### config.mk
export PLATFORM = sky130hd
export DESIGN_NAME = br_dump_reader
export DESIGN_NICKNAME = d
export VERILOG_FILES = /design/src/rtl/br_dump_reader_pkg.sv /design/src/rtl/br_dump_reader.sv
export SDC_FILE = /design/constraint.sdc
export NUM_CORES = 1
export LEC_CHECK = 0
export BUFFER_PORTS_ARGS = -buffer_cell sky130_fd_sc_hd__buf_4
export CAP_MARGIN = 10
export CORE_MARGIN = 4
export CORE_UTILIZATION = 35
export CTS_CLUSTER_DIAMETER = 30
export DETAILED_ROUTE_END_ITERATION = 8
export PLACE_DENSITY = 0.65
export SYNTH_ARGS = -nofsm -noshare
export SYNTH_HDL_FRONTEND = slang
export SYNTH_SLANG_ARGS = --single-unit
### constraint.sdc
create_clock -name clk -period 2.2 [get_ports clk]
set_input_delay 0.66 -clock clk [delete_from_list [all_inputs] [get_ports clk]]
set_output_delay 0.66 -clock clk [all_outputs]
set_load 0.05 [all_outputs]
### src/rtl/br_dump_reader_pkg.sv
// Shared core definitions for the register-bank dump reader:
// bank geometry and the reader's state encoding.
package br_dump_reader_pkg;

    localparam int REG_ADDR_W = 5;
    localparam int REG_DATA_W = 32;

    typedef enum logic [1:0] {
        S_IDLE = 2'd0,
        S_READ = 2'd1,
        S_SEND = 2'd2,
        S_DONE = 2'd3
    } dump_state_t;

endpackage

### src/rtl/br_dump_reader.sv
// Register-bank dump reader: walks an inclusive, possibly wrapping index
// range over the bank's asynchronous read port and streams each sampled
// word out on a valid/ready channel, pulsing done after the final beat.
module br_dump_reader
    import br_dump_reader_pkg::*;
#(
    parameter int ADDR_W = REG_ADDR_W,
    parameter int DATA_W = REG_DATA_W
) (
    input  logic              clk,
    input  logic              rst,
    input  logic              start,
    input  logic [ADDR_W-1:0] first_reg,
    input  logic [ADDR_W-1:0] last_reg,
    output logic [ADDR_W-1:0] ra,
    input  logic [DATA_W-1:0] rd,
    output logic              m_valid,
    input  logic              m_ready,
    output logic [DATA_W-1:0] m_data,
    output logic [ADDR_W-1:0] m_idx,
    output logic              m_last,
    output logic              busy,
    output logic              done
);

    dump_state_t       state;
    logic [ADDR_W-1:0] ptr;
    logic [ADDR_W-1:0] last_q;
    logic [ADDR_W-1:0] ptr_next;

    // Next index wraps naturally at 2**ADDR_W, which gives the 31->0 wrap for free.
    assign ptr_next = ptr + ADDR_W'(1);

    // Dump sequencer: ra is registered so it already points at ptr for the whole READ cycle.
    always_ff @(posedge clk) begin
        if (rst) begin
            state   <= S_IDLE;
            ptr     <= '0;
            last_q  <= '0;
            ra      <= '0;
            m_valid <= 1'b0;
            m_data  <= '0;
            m_idx   <= '0;
            m_last  <= 1'b0;
            busy    <= 1'b0;
            done    <= 1'b0;
        end else begin
            case (state)
                S_IDLE: begin
                    done <= 1'b0;
                    if (start) begin
                        ptr    <= first_reg;
                        last_q <= last_reg;
                        ra     <= first_reg;
                        busy   <= 1'b1;
                        state  <= S_READ;
                    end
                end
                S_READ: begin
                    m_data  <= rd;
                    m_idx   <= ptr;
                    m_last  <= (ptr == last_q);
                    m_valid <= 1'b1;
                    state   <= S_SEND;
                end
                S_SEND: begin
                    if (m_valid && m_ready) begin
                        m_valid <= 1'b0;
                        if (m_last) begin
                            done  <= 1'b1;
                            state <= S_DONE;
                        end else begin
                            ptr   <= ptr_next;
                            ra    <= ptr_next;
                            state <= S_READ;
                        end
                    end
                end
                S_DONE: begin
                    done  <= 1'b0;
                    busy  <= 1'b0;
                    state <= S_IDLE;
                end
                default: begin
                    state <= S_IDLE;
                end
            endcase
        end
    end

endmodule
; ---- Word-level counts from Yosys, hierarchy flattened
; Cells that the tools add are included.
[word_totals]
mem_count = 0
latchBits = 0
out_inout_bits = 46
rom_bits = 0
ramBits = 0
reg_bits = 53
inputBits = 46
word_cells = 46
[classes]
shift = 0
add_sub_neg = 1
n_lt_le_gt_ge = 0
multipliers = 0
div = 0
mux = 15
bitwise_logic = 0
n_eq_ne = 8
reduce_logical = 13
[ops]
columns = cell, count
row1 = $mux W5, 3
row2 = $pmux W5 S2, 1
row3 = $ne A2 B2 Y1 const B, 4
row4 = $pmux W2 S4, 1
row5 = $reduce_and A2 Y1, 4
row6 = $reduce_bool A2 Y1, 4
row7 = $mux W2, 3
row8 = $pmux W1 S2, 3
row9 = $add A5 B1 Y5 const B, 1
row10 = $eq A5 B5 Y1, 1
row11 = $eq A2 B2 Y1 const B, 2
row12 = $mux W1, 4
row13 = $reduce_and A4 Y1, 1
row14 = $reduce_and A3 Y1, 1
row15 = $eq A2 B1 Y1 const B, 1
row16 = $logic_not A2 Y1, 1
row17 = $reduce_or A2 Y1, 1
row18 = $logic_and A1 B1 Y1, 1

; ---- Longest topological paths before layout
; Gate-level depths: netlist (run 1).
[depth]
depth_word = 4
ltp_mapped = 7
depth_no_buf = 6

; ---- Worst setup path before layout (run 1)
; No wires, ideal clock.
[synth_path]
path_type = reg-to-reg
start = register m_valid
end = register ptr[0]
setup_time_ns = 0.091
n_path_buf = 0
t_arrival_ns = 1.558
path_stages_with_launch = 5
required_ns = 2.109
slack_ns = 0.551
period_less_slack_ns = 1.649
path_cell_list = dfxtp_1 > nand3b_1 > a211oi_4 > a21oi_1 > a311oi_1
[synth_via]
elab_chain_len = 3
[synth_lines]
columns = item, line
row1 = from (decl), br_dump_reader.sv:17  ; output logic m_valid,
row2 = from (signal assigned), br_dump_reader.sv:41  ; m_valid <= 1'b0;
row3 = from (signal assigned), br_dump_reader.sv:63  ; m_valid <= 1'b1;
row4 = from (signal assigned), br_dump_reader.sv:68  ; m_valid <= 1'b0;
row5 = $logic_and A1 B1 Y1, br_dump_reader.sv:67  ; if (m_valid && m_ready) begin
row6 = $ne A2 B2 Y1 (no line), -
row7 = $reduce_and A4 Y1 (no line), -
row8 = to (signal assigned), br_dump_reader.sv:52  ; ptr <= first_reg;
row9 = to (signal assigned), br_dump_reader.sv:73  ; ptr <= ptr_next;
row10 = to (decl), br_dump_reader.sv:27  ; logic [ADDR_W-1:0] ptr;
; No other way between the ends.
; A chain may end at the register's enable or synchronous reset.

; ---- Final worst setup path (run 1)
[layout_path]
start = register state[0]
end = register ptr[0]
[layout_via]
elab_chain_len = 3
elab_cells_between_ends = 8
cone_classes = 4 x eq/ne / 1 x mux / 3 x reduce/logical
[layout_lines]
columns = item, line
row1 = from (decl), br_dump_reader.sv:26  ; dump_state_t state;
row2 = from (signal assigned), br_dump_reader.sv:37  ; state <= S_IDLE;
row3 = from (signal assigned), br_dump_reader.sv:56  ; state <= S_READ;
row4 = from (signal assigned), br_dump_reader.sv:64  ; state <= S_SEND;
row5 = $eq A2 B2 Y1 / $logic_not A2 Y1 (equally long branches), br_dump_reader.sv:48  ; case (state)
row6 = $ne A2 B2 Y1 (no line) / $reduce_bool A2 Y1 (equally long branches), -
row7 = $reduce_and A4 Y1 (no line), -
; Parallel ways exist; a longest one is shown, timed or not.

==> flow_metrics.tcl, run 1 <==
set metrics [dict create \
    crit_fanout 17 \
    path_class "register to register" \
    grt_first_pass_wirelength_mm 8.49 \
    place_congestion 0.776 \
    start_util_pct 36.4 \
    crit_chain "inv_1 -> ha_1 -> nor2_2 -> a211oi_4 -> a21oi_1 -> a311oi_1" \
    rows 28 \
    syn_area_sq_mm 0.00217 \
    synthAdderAreaFrac_pct 3.46 \
    ctsHtreeMaxLevel 2 \
    wl_mm 5.12 \
    tns_ns 0 \
    r2r_slack_ns 0.24 \
    synth_top_family_by_area "multiplexers" \
    die_x_um 86.7 \
    whs_endpoint "last_q[3]$_SDFFE_PP0P_" \
    fillers 582 \
    io_pins 92 \
    synth.top_cells.by_area "dfxtp_1, mux2i_1, nor2_1" \
    cts_made_buffers 5 \
    first_global_vias 1825 \
    hold_buffers 0 \
    synth_nets 280 \
    synthMuxAreaShare_pct 17.5 \
    slew_viol_final 0 \
    drc 0 \
    min_from "last_q[3]$_SDFFE_PP0P_" \
    drive_above_1_share_pct 33.2 \
    r2r_start "state[0]$_SDFFE_PP0P_" \
    wl_per_cell_um 13.1 \
    max_stage_delay_ns 0.55 \
    synth_cells 228 \
    power_leakage_nw 1.35 \
    worstSkewPairLatency_ns 0.31 \
    firstDrtPassIters 4 \
    grt_max_degree 54 \
    hpwlAfterDp_mm 3.68 \
    skew_ns 0.00428 \
    worst_hold_slack_ns 0.470 \
    seq_area_frac_synth_pct 48.9 \
    synth_compound_area_share_pct 8.02 \
    synth.distinct_cells 30 \
    synth-simple-area-share_pct 17.0 \
    final_common_cell "buf_4" \
    clk_pin_slew_ns 0.10 \
    post-route-cell-area_sq_mm 0.00302 \
    fin_crit_ns 1.96 \
    r2r_cells 6 \
    drv_cap 0 \
    final_cell_mix "buf_4, dfxtp_1, nor2_1" \
    grt.total_usage_pct 14.0 \
    synth_top_area_share_pct 48.9 \
    cts_sinks 53 \
    fmax_mhz 511 \
    die_y_um 86.7 \
    layout.nets 367 \
    postLayoutCoreUtil_pct 50.8 \
    cts_setup_buffers 0 \
    irDropWorstVdd_uv 554 \
    fin_crit_sh_pct 88.9 \
    critical_path.slowest_cell "ha_1" \
    yosysTopAreaCell "dfxtp_1" \
    r2r_end "ptr[0]$_SDFFE_PP0P_" \
    worstMarginPinSlew_ns 0.597 \
    postLayoutSetupSlackWorst_ns 0.245 \
    drtAntennaViolNets 0 \
    maxSlewHeadroom_pct 60.2 \
    ctsResizeCount 0 \
    status "complete, no violations" \
    coreArea_sq_mm 0.00596 \
    start_kind "register" \
    die_area_sq_mm 0.00752 \
    worst_setup_path_end_kind "register" \
    min_path_type "register to register" \
    synth_warnings 0 \
    rsz0062_at_grt "false" \
    root_buffer "clkbuf_8" \
    port_buffers 91 \
    arrival_ns 2.18 \
    required_ns 2.43 \
    synthToLayoutAreaGrowth_pct 39.4 \
    holdPathStages 2 \
    setup_viol 0 \
    tritoncts "yes" \
    synth_xor_area_share_pct 2.02 \
    dr.first_iter.drc_count 54 \
    grt_overflow 0 \
    ys_ff_latch 53 \
    place_ws_ns 0.275 \
    clockBufferDepth 2 \
    via_per_inst 4.70 \
    vias 1836 \
    syn_avg_cell_area_sq_um 9.52 \
    place_area_sq_mm 0.00293 \
    antenna_found_initial 0 \
    power_density_mw_per_mm2 1350 \
    antenna_cells 0 \
    hold_violations 0 \
]
-- Yosys cell counts, drive strengths merged --
cell type,count
dfxtp,53
nor2,45
mux2i,38
a21oi,13
nand2,11
nand3,8
clkbuf,7
o21ai,7
buf,6
ha,6
nor2b,4
a211oi,3
inv,3
nor3,3
xor2,3
and2,2
and2b,2
nand2b,2
nor3b,2
xnor2,2
a211o,1
a21boi,1
a21o,1
a311oi,1
nand3b,1
nand4,1
o22ai,1
or2,1
-- registers in the layout, summed over array words and instances, names as in the netlist --
name	flops
m_data	32
last_q	5
m_idx	5
ptr	5
state	2
busy	1
done	1
m_last	1
m_valid	1
-- metrics by stage --
step,std cells,total power [mW]
after floorplan,228,2.93
after global placement,383,3.53
after detailed placement,383,3.56
after CTS,391,4.14
after global routing,391,4.35
final,391,4.07
-- how the worst max path moves through the flow --
stage	from	to	slack [ns]	cells past startpoint
2_1_floorplan	m_valid$_SDFFE_PP0P_	ptr[0]$_SDFFE_PP0P_	0.55	4
3_5_place_dp	state[0]$_SDFFE_PP0P_	ptr[0]$_SDFFE_PP0P_	0.27	6
3_3_place_gp	state[0]$_SDFFE_PP0P_	ptr[0]$_SDFFE_PP0P_	0.34	6
5_1_grt	state[0]$_SDFFE_PP0P_	ptr[0]$_SDFFE_PP0P_	0.07	6
4_1_cts	state[0]$_SDFFE_PP0P_	ptr[0]$_SDFFE_PP0P_	0.24	6
6_report	state[0]$_SDFFE_PP0P_	ptr[0]$_SDFFE_PP0P_	0.24	6
-- power by group --
group          internal, mW  leakage (nW)  switching, mW
Combinational         0.806         0.876           1.33
Sequential             1.19         0.434          0.194
Clock                 0.224        0.0364          0.332
Total                  2.22          1.35           1.85
-- area by class of cell --
class,instances,area (sq um),area share [%]
clock buffers,5,68.8,2.28
clock inverters,3,22.5,0.745
inverters,3,11.3,0.372
multi-input cells,159,1040,34.5
flip-flops and latches,53,1060,35.1
well taps,75,93.8,3.10
repair buffers,93,723,23.9
-- layer usage --
metal,global-route usage (%),share of wire (%),routed length (um),up-vias
met5,0,0,0,-
met4,4.67,1.4,74,0
met3,3.99,7.9,404,5
met2,23.2,48,2450,59
met1,17.5,43,2190,833
li1,-,-,-,939
-- kinds of logic after synthesis --
group,after synthesis
flops,53
buf+inv,16
mux,38
compound gates,28
xor+xnor,5
simple gates,82
fa+ha+maj,6
-- worst max-delay path: cells and delay by family, from the launching register on --
family | cells | cell delay [ns]
AOI/OAI and AO/OA | 3 | 0.70
DFF | 1 | 0.36
adders and majority gates | 1 | 0.55
and+or+nand+nor | 1 | 0.13
buffers and inverters | 1 | 0.12
Power figures use the tool's default switching activity.
==> run 2, diff against run 1 <==
--- a/config.mk
+++ b/config.mk
@@ -7,11 +7,13 @@
 export LEC_CHECK = 0
 export BUFFER_PORTS_ARGS = -buffer_cell sky130_fd_sc_hd__buf_4
 export CAP_MARGIN = 10
+export CORE_ASPECT_RATIO = 0.6
 export CORE_MARGIN = 4
 export CORE_UTILIZATION = 35
 export CTS_CLUSTER_DIAMETER = 30
 export DETAILED_ROUTE_END_ITERATION = 8
 export PLACE_DENSITY = 0.65
+export SLEW_MARGIN = 40
 export SYNTH_ARGS = -nofsm -noshare
 export SYNTH_HDL_FRONTEND = slang
 export SYNTH_SLANG_ARGS = --single-unit
==> constraint.sdc (replaced) <==
create_clock -name clk -period 2.2 [get_ports clk]
set_input_delay 0.66 -clock clk [delete_from_list [all_inputs] [get_ports clk]]
set_output_delay 0.66 -clock clk [all_outputs]
set_load 0.005 [all_outputs]
==> run 2 against run 1 <==
  * Routed wire length is 2.5% higher
  * Critical path type unchanged
  * Global-route usage grew 0.23 points
  * Clock-buffer cell count is 2 higher
  * Via count fell by 0.76%
  * Hold slack improved by 0.0046 ns
  * Worst setup slack gained 0.062 ns
  * Register-to-register slack better by 0.06 ns
==> flow_metrics.tcl, run 2 (synthesized netlist as in run 1, its figures left out) <==
set metrics [dict create \
    critPathBufInv 1 \
    first_global_vias 1754 \
    clockBufferDepth 2 \
    antenna_found_initial 0 \
    dr.first_iter.drc_count 103 \
    status "complete, no violations" \
    required_ns 2.40 \
    fmax_mhz 528 \
    setup_viol 0 \
    start_kind "register" \
    worstSkewPairLatency_ns 0.29 \
    antenna_cells 0 \
    seq_power_share_pct 39.6 \
    p_sw_share_pct 33.1 \
    tns_ns 0 \
    die_x_um 110 \
    hold_violations 0 \
    grt_max_degree 54 \
    hold_buffers 0 \
    largest-register "m_data" \
    fin_cells 397 \
    cts_made_buffers 5 \
    grt_overflow 0 \
    wl_mm 5.25 \
    path_class "register to register" \
    fillers 559 \
    power_leakage_nw 1.37 \
    skew_ns 0.00345 \
    layout.nets 368 \
    worstMarginPinSlew_ns 0.556 \
    port_buffers 91 \
    power_density_mw_per_mm2 1140 \
    largest_reg_flops 32 \
    ctsHtreeMaxLevel 2 \
    worst_hold_slack_ns 0.475 \
    drv_cap 0 \
    synthToLayoutAreaGrowth_pct 40.7 \
    intPower_mw 2.34 \
    arrival_ns 2.09 \
    irDropWorstVdd_uv 473 \
    p_switching_mw 1.16 \
    critPathTopFamily "compound AO/OA/AOI/OAI gates" \
    crit_chain "inv_1 -> ha_1 -> nor2b_1 -> a211oi_4 -> a21oi_1 -> a311oi_1" \
    wl_per_cell_um 13.2 \
    clk_pin_slew_ns 0.09 \
    place_congestion 0.755 \
    hpwlAfterDp_mm 3.90 \
    fin_crit_sh_pct 86.0 \
    rsz0062_at_grt "false" \
    grt.total_usage_pct 14.3 \
    placed_cells 389 \
    critical_path.slowest_cell "dfxtp_1" \
    postLayoutCoreUtil_pct 52.8 \
    crit_fanout 9 \
    p_clk_share_pct 19.2 \
    die_y_um 69.0 \
    rows 21 \
    final_common_cell "buf_4" \
    coreArea_sq_mm 0.00578 \
    final_cell_mix "buf_4, dfxtp_1, nor2_1" \
    start_util_pct 37.5 \
    via_per_inst 4.59 \
    worst_setup_path_end_kind "register" \
    maxSlewHeadroom_pct 62.9 \
    combinationalPowerShare_pct 41.3 \
    ctsResizeCount 0 \
    cts_sinks 53 \
    slew_viol_final 0 \
    tritoncts "yes" \
    min_path_type "register to register" \
    drive_above_1_share_pct 33.4 \
    grt_first_pass_wirelength_mm 8.35 \
    root_buffer "clkbuf_8" \
    vias 1822 \
    cts_setup_buffers 0 \
    fin_crit_ns 1.89 \
    io_pins 92 \
    drtAntennaViolNets 0 \
    firstDrtPassIters 4 \
    drc 0 \
    die_area_sq_mm 0.00756 \
    max_stage_delay_ns 0.42 \
]
[run 2: changes by cell type in the layout (fill, tap and decap cells not counted), sizes merged]
cell,before,now
buf,93,94
bufinv,0,1
clkbuf,5,7
clkinvlp,3,0
[run 2: final timing paths]
check / from / endpoint / slack, ns / depth (start not counted)
worst min register to register: last_q[2]$_SDFFE_PP0P_ / last_q[2]$_SDFFE_PP0P_ / 0.48 / 2
worst max register to register: state[0]$_SDFFE_PP0P_ / ptr[0]$_SDFFE_PP0P_ / 0.31 / 6
worst min-delay path: last_q[2]$_SDFFE_PP0P_ / last_q[2]$_SDFFE_PP0P_ / 0.48 / 2
worst max-delay path: state[0]$_SDFFE_PP0P_ / ptr[0]$_SDFFE_PP0P_ / 0.31 / 6
[run 2: cell type report]
type / count / area, sq um / area share [%]
clock buffers: 7 / 86.3 / 2.83
clock inverters: 1 / 30.0 / 0.984
inverters: 3 / 11.3 / 0.369
multi-input cells: 159 / 1050 / 34.3
flip-flops and latches: 53 / 1060 / 34.8
well taps: 80 / 100 / 3.28
repair buffers: 94 / 718 / 23.5
[run 2: stage by stage]
step	setup slack, ns	power [mW]	cell area (sq um)
3_3_place_gp	0.358	2.83	2930
5_1_grt	0.123	3.77	3050
2_1_floorplan	0.584	2.26	2170
6_report	0.307	3.49	3050
3_5_place_dp	0.279	2.86	2930
4_1_cts	0.177	3.55	3050
[run 2: power groups by stage]
stage / logic (mW) / clock network (mW) / registers [mW]
3_5_place_dp: 1.46 / 0 / 1.40
6_report: 1.44 / 0.670 / 1.38
5_1_grt: 1.61 / 0.748 / 1.42
4_1_cts: 1.46 / 0.701 / 1.38
3_3_place_gp: 1.44 / 0 / 1.39
2_1_floorplan: 0.876 / 0 / 1.38
[run 2: tightest hold or removal path: stages, from the launching register on]
cell and delay (ns):
dfxtp_1 0.33, nand2_1 0.05, a21oi_1 0.05
[run 2: routing by layer]
metal  up-vias  share of wire (%)  GRT usage (%)
met3         2                9.6           5.02
met1       803                 51           19.7
met2        78                 40           21.7
li1        939                  -              -
met4         0               0.32           2.64
met5         -                  0              0
